**src/rtl/mem_port_sequencer.sv**
```systemverilog
// mem_port_sequencer
//
// Purpose:
//   This module sequences fetches and loads/stores for the single-port instruction/data RAM of the
//   multicycle CPU. It owns the program counter and shares the one RAM port between instruction
//   fetch and load/store. It also holds the fetched instruction in a buffer that load/store
//   traffic never touches.
//
// Parameters:
//   DATA_W      datapath / PC / instruction width
//   ADDR_W      RAM address width (must not exceed DATA_W)
//   RD_LATENCY  RAM read latency in cycles (1..4)
//   RESET_PC    PC value after reset
//
// Ports:
//   i_clk, i_reset             clock (rising edge), synchronous active-high reset
//   i_fetch_req                fetch the instruction at the current PC
//   o_fetch_done, o_instr      one-cycle fetch-complete pulse, instruction buffer
//   o_pc                       program counter
//   i_pc_update, i_pc_branch   advance PC: pc+pc_disp when branch, else pc+1
//   i_pc_disp                  signed displacement
//   i_ls_req, i_ls_we          load/store request, 1 = store
//   i_ls_addr, i_ls_wdata      load/store address and store data
//   o_ls_done, o_ls_rdata      one-cycle access-complete pulse, load data register
//   o_busy                     FSM not idle or a fetch is pending
//   o_mem_*, i_mem_rdata       RAM port
module mem_port_sequencer #(
  parameter int unsigned       DATA_W     = 16,
  parameter int unsigned       ADDR_W     = 10,
  parameter int unsigned       RD_LATENCY = 1,
  parameter logic [DATA_W-1:0] RESET_PC   = '0
) (
  input  logic              i_clk,
  input  logic              i_reset,
  input  logic              i_fetch_req,
  output logic              o_fetch_done,
  output logic [DATA_W-1:0] o_instr,
  output logic [DATA_W-1:0] o_pc,
  input  logic              i_pc_update,
  input  logic              i_pc_branch,
  input  logic [DATA_W-1:0] i_pc_disp,
  input  logic              i_ls_req,
  input  logic              i_ls_we,
  input  logic [DATA_W-1:0] i_ls_addr,
  input  logic [DATA_W-1:0] i_ls_wdata,
  output logic              o_ls_done,
  output logic [DATA_W-1:0] o_ls_rdata,
  output logic              o_busy,
  output logic              o_mem_en,
  output logic              o_mem_we,
  output logic [ADDR_W-1:0] o_mem_addr,
  output logic [DATA_W-1:0] o_mem_wdata,
  input  logic [DATA_W-1:0] i_mem_rdata
);

  localparam int unsigned      CNT_W    = 3;
  localparam logic [CNT_W-1:0] LAT_LOAD = CNT_W'(RD_LATENCY);

  typedef enum logic [1:0] {
    StIdle  = 2'd0,
    StFWait = 2'd1,
    StLWait = 2'd2,
    StSDone = 2'd3
  } state_e;

  state_e              r_state, w_state_d;
  logic [CNT_W-1:0]    r_cnt, w_cnt_d;
  logic                r_pend, w_pend_d;
  logic [ADDR_W-1:0]   r_pend_addr, w_pend_addr_d;
  logic [DATA_W-1:0]   r_pc, w_pc_d;
  logic [DATA_W-1:0]   r_instr, w_instr_d;
  logic [DATA_W-1:0]   r_ls_rdata, w_ls_rdata_d;
  logic                r_fetch_done, w_fetch_done_d;
  logic                r_ls_done, w_ls_done_d;
  logic                r_busy, w_busy_d;
  logic                r_mem_en, w_mem_en_d;
  logic                r_mem_we, w_mem_we_d;
  logic [ADDR_W-1:0]   r_mem_addr, w_mem_addr_d;
  logic [DATA_W-1:0]   r_mem_wdata, w_mem_wdata_d;

  logic                w_fetch_start;
  logic [ADDR_W-1:0]   w_fetch_addr;
  logic                w_unused_ls_addr;

  // Only the low ADDR_W bits of the load/store address reach the RAM.
  assign w_unused_ls_addr = ^i_ls_addr;

  // A pending fetch has priority over any new request in the cycle the load/store completes.
  // A plain fetch starts only when no load/store competes for the port.
  assign w_fetch_start = (r_state == StIdle) && (r_pend || (i_fetch_req && !i_ls_req));
  assign w_fetch_addr  = r_pend ? r_pend_addr : r_pc[ADDR_W-1:0];

  always_comb begin
    w_state_d      = r_state;
    w_cnt_d        = r_cnt;
    w_pend_d       = r_pend;
    w_pend_addr_d  = r_pend_addr;
    w_instr_d      = r_instr;
    w_ls_rdata_d   = r_ls_rdata;
    w_fetch_done_d = 1'b0;
    w_ls_done_d    = 1'b0;
    w_mem_en_d     = 1'b0;
    w_mem_we_d     = 1'b0;
    w_mem_addr_d   = r_mem_addr;
    w_mem_wdata_d  = r_mem_wdata;

    case (r_state)
      StIdle: begin
        if (w_fetch_start) begin
          w_mem_en_d   = 1'b1;
          w_mem_addr_d = w_fetch_addr;
          w_cnt_d      = LAT_LOAD;
          w_pend_d     = 1'b0;
          w_state_d    = StFWait;
        end else if (i_ls_req) begin
          w_mem_en_d    = 1'b1;
          w_mem_we_d    = i_ls_we;
          w_mem_addr_d  = i_ls_addr[ADDR_W-1:0];
          w_mem_wdata_d = i_ls_wdata;
          w_cnt_d       = LAT_LOAD;
          w_state_d     = i_ls_we ? StSDone : StLWait;
          // The PC of the accept cycle is kept so the deferred fetch ignores later updates.
          if (i_fetch_req) begin
            w_pend_d      = 1'b1;
            w_pend_addr_d = r_pc[ADDR_W-1:0];
          end
        end
      end
      // The counter starts at RD_LATENCY in the strobe cycle and reaches zero in the cycle
      // where the RAM presents read data.
      StFWait: begin
        if (r_cnt == '0) begin
          w_instr_d      = i_mem_rdata;
          w_fetch_done_d = 1'b1;
          w_state_d      = StIdle;
        end else begin
          w_cnt_d = r_cnt - CNT_W'(1);
        end
      end
      StLWait: begin
        if (r_cnt == '0) begin
          w_ls_rdata_d = i_mem_rdata;
          w_ls_done_d  = 1'b1;
          w_state_d    = StIdle;
        end else begin
          w_cnt_d = r_cnt - CNT_W'(1);
        end
      end
      StSDone: begin
        w_ls_done_d = 1'b1;
        w_state_d   = StIdle;
      end
      default: begin
        w_state_d = StIdle;
      end
    endcase

    w_busy_d = (w_state_d != StIdle) || w_pend_d;

    // The PC update is independent of the port FSM and wraps modulo 2^DATA_W.
    w_pc_d = r_pc;
    if (i_pc_update) begin
      w_pc_d = i_pc_branch ? (r_pc + i_pc_disp) : (r_pc + DATA_W'(1));
    end
  end

  always_ff @(posedge i_clk) begin
    if (i_reset) begin
      r_state      <= StIdle;
      r_cnt        <= '0;
      r_pend       <= 1'b0;
      r_pend_addr  <= '0;
      r_pc         <= RESET_PC;
      r_instr      <= '0;
      r_ls_rdata   <= '0;
      r_fetch_done <= 1'b0;
      r_ls_done    <= 1'b0;
      r_busy       <= 1'b0;
      r_mem_en     <= 1'b0;
      r_mem_we     <= 1'b0;
      r_mem_addr   <= '0;
      r_mem_wdata  <= '0;
    end else begin
      r_state      <= w_state_d;
      r_cnt        <= w_cnt_d;
      r_pend       <= w_pend_d;
      r_pend_addr  <= w_pend_addr_d;
      r_pc         <= w_pc_d;
      r_instr      <= w_instr_d;
      r_ls_rdata   <= w_ls_rdata_d;
      r_fetch_done <= w_fetch_done_d;
      r_ls_done    <= w_ls_done_d;
      r_busy       <= w_busy_d;
      r_mem_en     <= w_mem_en_d;
      r_mem_we     <= w_mem_we_d;
      r_mem_addr   <= w_mem_addr_d;
      r_mem_wdata  <= w_mem_wdata_d;
    end
  end

  assign o_fetch_done = r_fetch_done;
  assign o_instr      = r_instr;
  assign o_pc         = r_pc;
  assign o_ls_done    = r_ls_done;
  assign o_ls_rdata   = r_ls_rdata;
  assign o_busy       = r_busy;
  assign o_mem_en     = r_mem_en;
  assign o_mem_we     = r_mem_we;
  assign o_mem_addr   = r_mem_addr;
  assign o_mem_wdata  = r_mem_wdata;

endmodule

```
**config.mk**
```make
export PLATFORM = sky130hd
export DESIGN_NAME = mem_port_sequencer
export DESIGN_NICKNAME = d
export VERILOG_FILES = /design/src/rtl/mem_port_sequencer.sv
export SDC_FILE = /design/constraint.sdc
export NUM_CORES = 1
export LEC_CHECK = 0
export CORE_UTILIZATION = 40
export CTS_BUF_LIST = sky130_fd_sc_hd__clkbuf_8
export DETAILED_ROUTE_END_ITERATION = 7
export DONT_BUFFER_PORTS = 1
export GPL_TIMING_DRIVEN = 0
export REMOVE_ABC_BUFFERS = 1
export SETUP_SLACK_MARGIN = 0.3
export SYNTH_ARGS = -nofsm -noshare
export SYNTH_HDL_FRONTEND = slang
export SYNTH_SLANG_ARGS = --single-unit
```
**constraint.sdc**
```tcl
create_clock -name i_clk -period 3.5 [get_ports i_clk]
set_input_delay 0.7 -clock i_clk [delete_from_list [all_inputs] [get_ports i_clk]]
set_output_delay 0.7 -clock i_clk [all_outputs]
set_load 0.1 [all_outputs]
```
==> flow_summary.rst, run 1 <==
.. list-table::
   :header-rows: 1

   * - Metric
     - Value
   * - Outcome
     - finished, final reports clean
   * - Count of input and output buffers
     - 0
   * - Count of pins over their slew limit
     - 0
   * - DRC
     - 0
   * - RSZ-0062 raised after global routing
     - true
   * - Min Tclk post-route
     - 3.049 ns
   * - Fillers
     - 1067
   * - Share of final-layout standard cells stronger than drive strength 1
     - 0.05243
   * - Synth unique cells
     - 43
   * - Crit path max fanout
     - 5
   * - Final std cell area, no fill
     - 4693 sq um
   * - Final weighted congestion of routability-driven global placement
     - 0.8334
   * - Endpoints failing hold
     - 0
   * - Total global-route track usage
     - 0.1823
   * - Most area-consuming cells after synthesis
     - sky130_fd_sc_hd__dfxtp_1 (43%), sky130_fd_sc_hd__nand2_1 (12%), sky130_fd_sc_hd__a21oi_1 (9.2%), sky130_fd_sc_hd__ha_1 (6.3%), sky130_fd_sc_hd__mux2i_1 (3.9%)
   * - Ant. Diodes
     - 0
   * - Type of the setup path with the least slack
     - register to register
   * - Number of setup buffers added after CTS
     - 0
   * - Drt first pass iters
     - 4
   * - Post-synth EDFFs
     - 0
   * - Leading cell type in the layout, fill and taps excluded
     - sky130_fd_sc_hd__nand2_1
   * - Leakage power
     - 1.787 nW
   * - TritonCTS clock tree
     - built
   * - Initial core utilization
     - 0.4195
   * - Overall power after layout
     - 3.148 mW
   * - TritonCTS buffer count
     - 9
   * - Clock-pin slew reported for the worst setup and hold paths after clock tree synthesis
     - 0.09 ns
   * - Setup Total Neg Slack
     - 0 ns
   * - Global-route wire length before repair
     - 16300 um
   * - Area fraction of the dominant cell type after synthesis
     - 0.4333
   * - Gate count of the mapped netlist
     - 547
   * - Floorplan die area
     - 11400 sq um
   * - Clk_lat worst skew
     - 0.35 ns
   * - Ys async rst share
     - 0
   * - Chip width
     - 106.8 um
   * - Share of the clock period used by the worst path
     - 0.8712
   * - Data required time of the critical path
     - 3.76 ns
   * - Post-layout util
     - 0.4486
   * - Cell Pwr Density
     - 670.7 nW/um^2
   * - Average footprint of a synthesized cell
     - 8.024 sq um
   * - Largest net degree at the start of global routing
     - 93
   * - Area growth from synthesis to final layout
     - 6.927%
   * - Clk sinks
     - 95
   * - Height of the chip
     - 106.8 um
   * - Highest attainable clock frequency
     - 0.3280 GHz
   * - Clock Path Buffers
     - 2
   * - Detailed Place HPWL
     - 7420 um
   * - Number of max-capacitance violations reported
     - 0
   * - Actual slew at the worst max-slew pin
     - 1.245 ns
   * - Number of synthesis warnings
     - 0
   * - Residual antenna-violating net count after detailed routing
     - 0
   * - Post-synthesis sequential element count
     - 95
   * - Via count of the first global-routing pass
     - 3290
   * - Placeable core area
     - 10460 sq um
   * - Nets
     - 623
   * - Top cell type by total area after synthesis
     - sky130_fd_sc_hd__dfxtp_1
   * - Post-detailed-routing wire length
     - 10330 um
   * - Grt ovf
     - 0
   * - Critical Path AT
     - 3.31 ns
   * - Worst slew margin relative to its limit
     - 0.1670
   * - Routed via count divided by cell count
     - 5.303
   * - H-tree depth
     - 3
   * - Most used flip-flop cell after synthesis
     - sky130_fd_sc_hd__dfxtp_1
   * - Worst clock skew on the final layout
     - 0.008857 ns
   * - Vias after detailed routing
     - 3553
   * - Master cell of the clock root buffer
     - sky130_fd_sc_hd__clkbuf_8
   * - Path type of the worst min-delay path
     - input port to register
   * - Launching element type of the critical path
     - register
   * - Boundary Pins
     - 150
   * - Mean routed wirelength per cell
     - 15.41 um
   * - Synth Cell Area
     - 4389 sq um
   * - Critical path capture point type
     - register
   * - Instance area at placement
     - 4454 sq um
   * - Number of endpoints failing setup at the final stage
     - 0
   * - Initial antenna violation count
     - 0
   * - Largest voltage drop on the vdd net
     - 254.1 uV
   * - Commonest non-fill, non-tap cells in the layout
     - sky130_fd_sc_hd__nand2_1 (142), sky130_fd_sc_hd__dfxtp_1 (89), sky130_fd_sc_hd__a21oi_1 (81)
   * - Drt initial violations
     - 141
   * - Number of core rows
     - 37
   * - Sequential fraction of the synthesis area
     - 0.4333
Yosys cell counts (2+ instances only):
| library cell | n |
|---|---|
| sky130_fd_sc_hd__nand2b_1 | 11 |
| sky130_fd_sc_hd__clkbuf_1 | 25 |
| sky130_fd_sc_hd__or3_1 | 2 |
| sky130_fd_sc_hd__or4_1 | 2 |
| sky130_fd_sc_hd__a21o_1 | 10 |
| sky130_fd_sc_hd__a211oi_1 | 4 |
| sky130_fd_sc_hd__nor3b_1 | 4 |
| sky130_fd_sc_hd__or2_2 | 2 |
| sky130_fd_sc_hd__and2_1 | 17 |
| sky130_fd_sc_hd__xor2_1 | 3 |
| sky130_fd_sc_hd__a211o_1 | 2 |
| sky130_fd_sc_hd__ha_1 | 22 |
| sky130_fd_sc_hd__xnor2_1 | 6 |
| sky130_fd_sc_hd__nand2_1 | 142 |
| sky130_fd_sc_hd__buf_1 | 4 |
| sky130_fd_sc_hd__nor3_1 | 3 |
| sky130_fd_sc_hd__nand3_1 | 3 |
| sky130_fd_sc_hd__o22ai_1 | 5 |
| sky130_fd_sc_hd__mux2i_1 | 17 |
| sky130_fd_sc_hd__inv_1 | 8 |
| sky130_fd_sc_hd__nor4bb_1 | 2 |
| sky130_fd_sc_hd__o21ai_0 | 22 |
| sky130_fd_sc_hd__nor2_1 | 31 |
| sky130_fd_sc_hd__a31oi_1 | 3 |
| sky130_fd_sc_hd__a21oi_1 | 81 |
| sky130_fd_sc_hd__dfxtp_1 | 95 |
| sky130_fd_sc_hd__nor2b_1 | 5 |
path summary, 6_finish.rpt:
path | from | end | slack (ns) | cells after the start
worst min register to register | r_pend_addr[4] | r_pend_addr[4] | 0.45 | 2
worst max register to register | o_pc[2] | o_pc[14] | 0.45 | 7
worst max-delay path | o_pc[2] | o_pc[14] | 0.45 | 7
worst min-delay path | i_reset | o_pc[12] | 0.41 | 1
cell families after synthesis:
family | Yosys count | share of synthesized area
muxes | 18 | 0.04133
DFF | 95 | 0.4333
buffers and inverters | 37 | 0.03164
and+or+nand+nor | 231 | 0.2343
AOI/OAI and AO/OA | 134 | 0.1742
xor gates and xnor gates | 9 | 0.01796
adders and majority gates | 23 | 0.06727
power by group:
group / internal (mW) / switching, mW / leakage, nW
combinational: 0.167 / 0.254 / 0.897
clock: 0.426 / 0.389 / 0.113
sequential: 1.18 / 0.730 / 0.778
total: 1.78 / 1.37 / 1.79
cell type report:
class / count / area [sq um] / share of cell area
multi-input combinational: 415 / 2352 / 0.5012
sequential: 95 / 1909 / 0.4068
tap: 136 / 170.2 / 0.03626
clock buffer: 10 / 137.6 / 0.02933
clock inverter: 6 / 93.84 / 0.01999
inverter: 8 / 30.03 / 0.006398
per-layer routing:
| metal | up-vias | share of wire | global-route usage |
|---|---|---|---|
| met3 | 9 | 0.098 | 0.06991 |
| met4 | 0 | 0.011 | 0.07045 |
| met5 | - | 0 | 0 |
| li1 | 1810 | - | - |
| met1 | 1615 | 0.41 | 0.2088 |
| met2 | 119 | 0.48 | 0.3055 |
through the flow:
step                setup slack [ns]  instances  hold WS (ns)
finish                        0.4508        670        0.4078
global route                  0.2588        670        0.3838
CTS                           0.3149        670        0.3838
detailed placement            0.3386        654        0.4404
global placement              0.3464        654        0.4353
floorplan                     0.5198        518        0.4300
state kept, by name (all words and copies together), names as in the netlist:
register	cells
r_pend_addr	10
o_mem_wdata	16
o_fetch_done	1
r_pend	1
o_mem_addr	10
o_busy	1
o_ls_rdata	16
o_instr	16
r_state	2
o_pc	16
o_mem_we	1
o_ls_done	1
o_mem_en	1
r_cnt	3
worst max-delay path, stage by stage (launching register included):
cell	delay, ns
sky130_fd_sc_hd__dfxtp_1	1.03
sky130_fd_sc_hd__ha_1	0.42
sky130_fd_sc_hd__a21o_1	0.18
sky130_fd_sc_hd__a21o_1	0.21
sky130_fd_sc_hd__a211o_1	0.36
sky130_fd_sc_hd__a2111oi_4	0.34
sky130_fd_sc_hd__o31ai_1	0.16
sky130_fd_sc_hd__a211o_1	0.26
what timing repair did:
| action | in CTS | in global routing |
|---|---|---|
| endpoints found under the setup margin | 0 | 4 |
| gates resized for setup | 0 | 6 |
| hold buffers | 0 | 0 |
| hold endpoints to repair | 0 | 0 |
Note: power is estimated with default switching activity, not from simulation.
==> run 2: changes to the inputs <==
Settings changed: SKIP_CTS_REPAIR_TIMING set to 1.
==> results of run 2 <==
No change in the layout: final DEF, timing and power equal those of run 1.
==> run 3: changes to the inputs <==
Settings changed: CORE_UTILIZATION 40 to 45.
Clock period 3.5 ns to 3.25 ns, I/O delays scaled along.
==> run 3 against run 2 <==
  * Hold slack got worse by 0.062 ns
  * Worst setup slack got worse by 0.074 ns
  * Die area is 11% lower
  * Routed wire length fell by 3.0%
  * Power rose by 4.3%
  * Critical path type unchanged
  * Critical endpoint is now o_pc[15]
  * Largest power group unchanged
==> flow_summary.rst, run 3 (synthesis results as in run 1) <==
.. list-table::
   :header-rows: 1

   * - Metric
     - Value
   * - Post-detailed-routing wire length
     - 10020 um
   * - Drt first pass iters
     - 6
   * - Total global-route track usage
     - 0.1977
   * - Placeable core area
     - 9328 sq um
   * - CP cell instances
     - ha_1 -> a21o_1 -> a21o_1 -> a211oi_1 -> o21ai_0 -> mux2i_1 -> mux2_2
   * - Worst slack on hold paths
     - 0.3457 ns
   * - Count of input and output buffers
     - 0
   * - RSZ-0062 raised after global routing
     - true
   * - Setup Total Neg Slack
     - 0 ns
   * - Boundary Pins
     - 150
   * - Instance area at placement
     - 4446 sq um
   * - Grt ovf
     - 0
   * - Share of final-layout standard cells stronger than drive strength 1
     - 0.06742
   * - Area growth from synthesis to final layout
     - 6.414%
   * - Fillers
     - 929
   * - Type of the setup path with the least slack
     - register to register
   * - TritonCTS clock tree
     - built
   * - Total internal power
     - 1.757 mW
   * - Crit path max fanout
     - 7
   * - Chip width
     - 100.8 um
   * - Pre-CTS setup slack
     - 0.07309 ns
   * - Master cell of the clock root buffer
     - sky130_fd_sc_hd__clkbuf_8
   * - Drt initial violations
     - 110
   * - Post-layout util
     - 0.5007
   * - Clock Path Buffers
     - 2
   * - Min Tclk post-route
     - 2.873 ns
   * - Smallest setup slack after layout
     - 0.3769 ns
   * - Endpoints failing hold
     - 0
   * - Residual antenna-violating net count after detailed routing
     - 0
   * - Commonest non-fill, non-tap cells in the layout
     - sky130_fd_sc_hd__nand2_1 (142), sky130_fd_sc_hd__dfxtp_1 (85), sky130_fd_sc_hd__a21oi_1 (81)
   * - Critical path capture point type
     - register
   * - Final std cell area, no fill
     - 4671 sq um
   * - Global-route wire length before repair
     - 15680 um
   * - Combinational group share of total power
     - 0.137
   * - Clk_lat worst skew
     - 0.37 ns
   * - Cell family with the largest share of critical-path delay
     - flip-flops
   * - Actual slew at the worst max-slew pin
     - 1.031 ns
   * - H-tree depth
     - 3
   * - Largest voltage drop on the vdd net
     - 348.4 uV
   * - Crit-path max cell delay
     - 1.00 ns
   * - TritonCTS buffer count
     - 9
   * - Ant. Diodes
     - 0
   * - Height of the chip
     - 100.8 um
   * - Share of total power in sequential cells
     - 0.627
   * - Clk sinks
     - 95
   * - Net Sw Frac
     - 0.4648
   * - Count of pins over their slew limit
     - 0
   * - Cell type with the highest occurrence count on the critical path
     - sky130_fd_sc_hd__a21o_1
   * - Number of endpoints failing setup at the final stage
     - 0
   * - Leading cell type in the layout, fill and taps excluded
     - sky130_fd_sc_hd__nand2_1
   * - Launching element type of the critical path
     - register
   * - Detailed Place HPWL
     - 7124 um
   * - Startpoint of the lowest-slack register-to-register path
     - o_pc[12]
   * - Critical Path AT
     - 3.14 ns
   * - Via count of the first global-routing pass
     - 3194
   * - Routed via count divided by cell count
     - 5.377
   * - Number of buffer and inverter stages on the critical path
     - 0
   * - Worst-case reg-to-reg path depth
     - 7
   * - Number of cells on the critical path
     - 7
   * - Capture instance of the worst register-to-register path
     - o_pc[15]
   * - Outcome
     - finished, final reports clean
   * - Initial antenna violation count
     - 0
   * - Initial core utilization
     - 0.4706
   * - Final weighted congestion of routability-driven global placement
     - 0.8638
   * - Clock share of power
     - 0.235
   * - Number of max-capacitance violations reported
     - 0
   * - Cell Pwr Density
     - 702.9 nW/um^2
   * - Nets
     - 623
   * - Vias after detailed routing
     - 3565
   * - Highest attainable clock frequency
     - 0.3481 GHz
   * - Clock-pin slew reported for the worst setup and hold paths after clock tree synthesis
     - 0.10 ns
   * - Mean routed wirelength per cell
     - 15.11 um
   * - Share of the clock period used by the worst path
     - 0.8840
   * - Worst slew margin relative to its limit
     - 0.3117
   * - Floorplan die area
     - 10150 sq um
   * - Launch point of the worst path
     - o_pc[12]
   * - Worst setup slack for register-to-register paths
     - 0.38 ns
   * - Number of core rows
     - 35
   * - Data required time of the critical path
     - 3.51 ns
   * - Leakage power
     - 1.775 nW
   * - Cell type of the slowest stage on the worst timing path
     - sky130_fd_sc_hd__dfxtp_1
   * - Capturing element of the worst setup path
     - o_pc[15]
   * - Path type of the worst min-delay path
     - input port to register
   * - DRC
     - 0
   * - Worst clock skew on the final layout
     - 0.01852 ns
   * - Net switching power of the design
     - 1.526 mW
   * - Largest net degree at the start of global routing
     - 93
-- run 3: worst register-to-register path: stages, from the launching register on --
cell	delay, ns
sky130_fd_sc_hd__dfxtp_1	1.00
sky130_fd_sc_hd__ha_1	0.44
sky130_fd_sc_hd__a21o_1	0.20
sky130_fd_sc_hd__a21o_1	0.17
sky130_fd_sc_hd__a211oi_1	0.22
sky130_fd_sc_hd__o21ai_0	0.19
sky130_fd_sc_hd__mux2i_1	0.21
sky130_fd_sc_hd__mux2_2	0.35
-- run 3: area by class of cell --
cell class	count	area (sq um)	share of cell area
well taps	129	161.4	0.03456
inverters	8	30.03	0.006429
multi-input cells	415	2365	0.5063
flip-flops and latches	95	1922	0.4115
clock buffers	9	123.9	0.02652
clock inverters	7	68.82	0.01473
-- run 3: routing by layer --
metal | part of all wire | GRT usage | routed length, um | up-vias
met4 | 0.014 | 0.07246 | 143 | 0
met3 | 0.079 | 0.06311 | 794 | 9
met5 | 0 | 0 | 0 | -
li1 | - | - | - | 1818
met1 | 0.47 | 0.2554 | 4709 | 1637
met2 | 0.44 | 0.3093 | 4368 | 101
-- run 3: how the worst min path moves through the flow --
| stage | startpoint | end | slack [ns] | cells after the start |
|---|---|---|---|---|
| finish | i_reset | o_pc[12] | 0.35 | 1 |
| floorplan | r_pend_addr[0] | r_pend_addr[0] | 0.43 | 2 |
| CTS | i_reset | o_pc[12] | 0.33 | 1 |
| global route | i_reset | o_pc[12] | 0.32 | 1 |
| detailed placement | r_pend_addr[4] | r_pend_addr[4] | 0.44 | 2 |
| global placement | r_pend_addr[5] | r_pend_addr[5] | 0.44 | 2 |
-- run 3: through the flow --
stage / power (mW) / instances
floorplan: 2.416 / 518
global placement: 2.520 / 647
detailed placement: 2.539 / 647
CTS: 3.310 / 663
global route: 3.431 / 663
finish: 3.283 / 663
-- run 3: power groups by stage --
| stage | Combinational (mW) | Sequential (mW) | Clock, mW |
|---|---|---|---|
| 6_report | 0.451 | 2.06 | 0.772 |
| 5_1_grt | 0.518 | 2.08 | 0.837 |
| 4_1_cts | 0.456 | 2.06 | 0.795 |
| 3_5_place_dp | 0.453 | 2.09 | 0 |
| 3_3_place_gp | 0.439 | 2.08 | 0 |
| 2_1_floorplan | 0.363 | 2.05 | 0 |
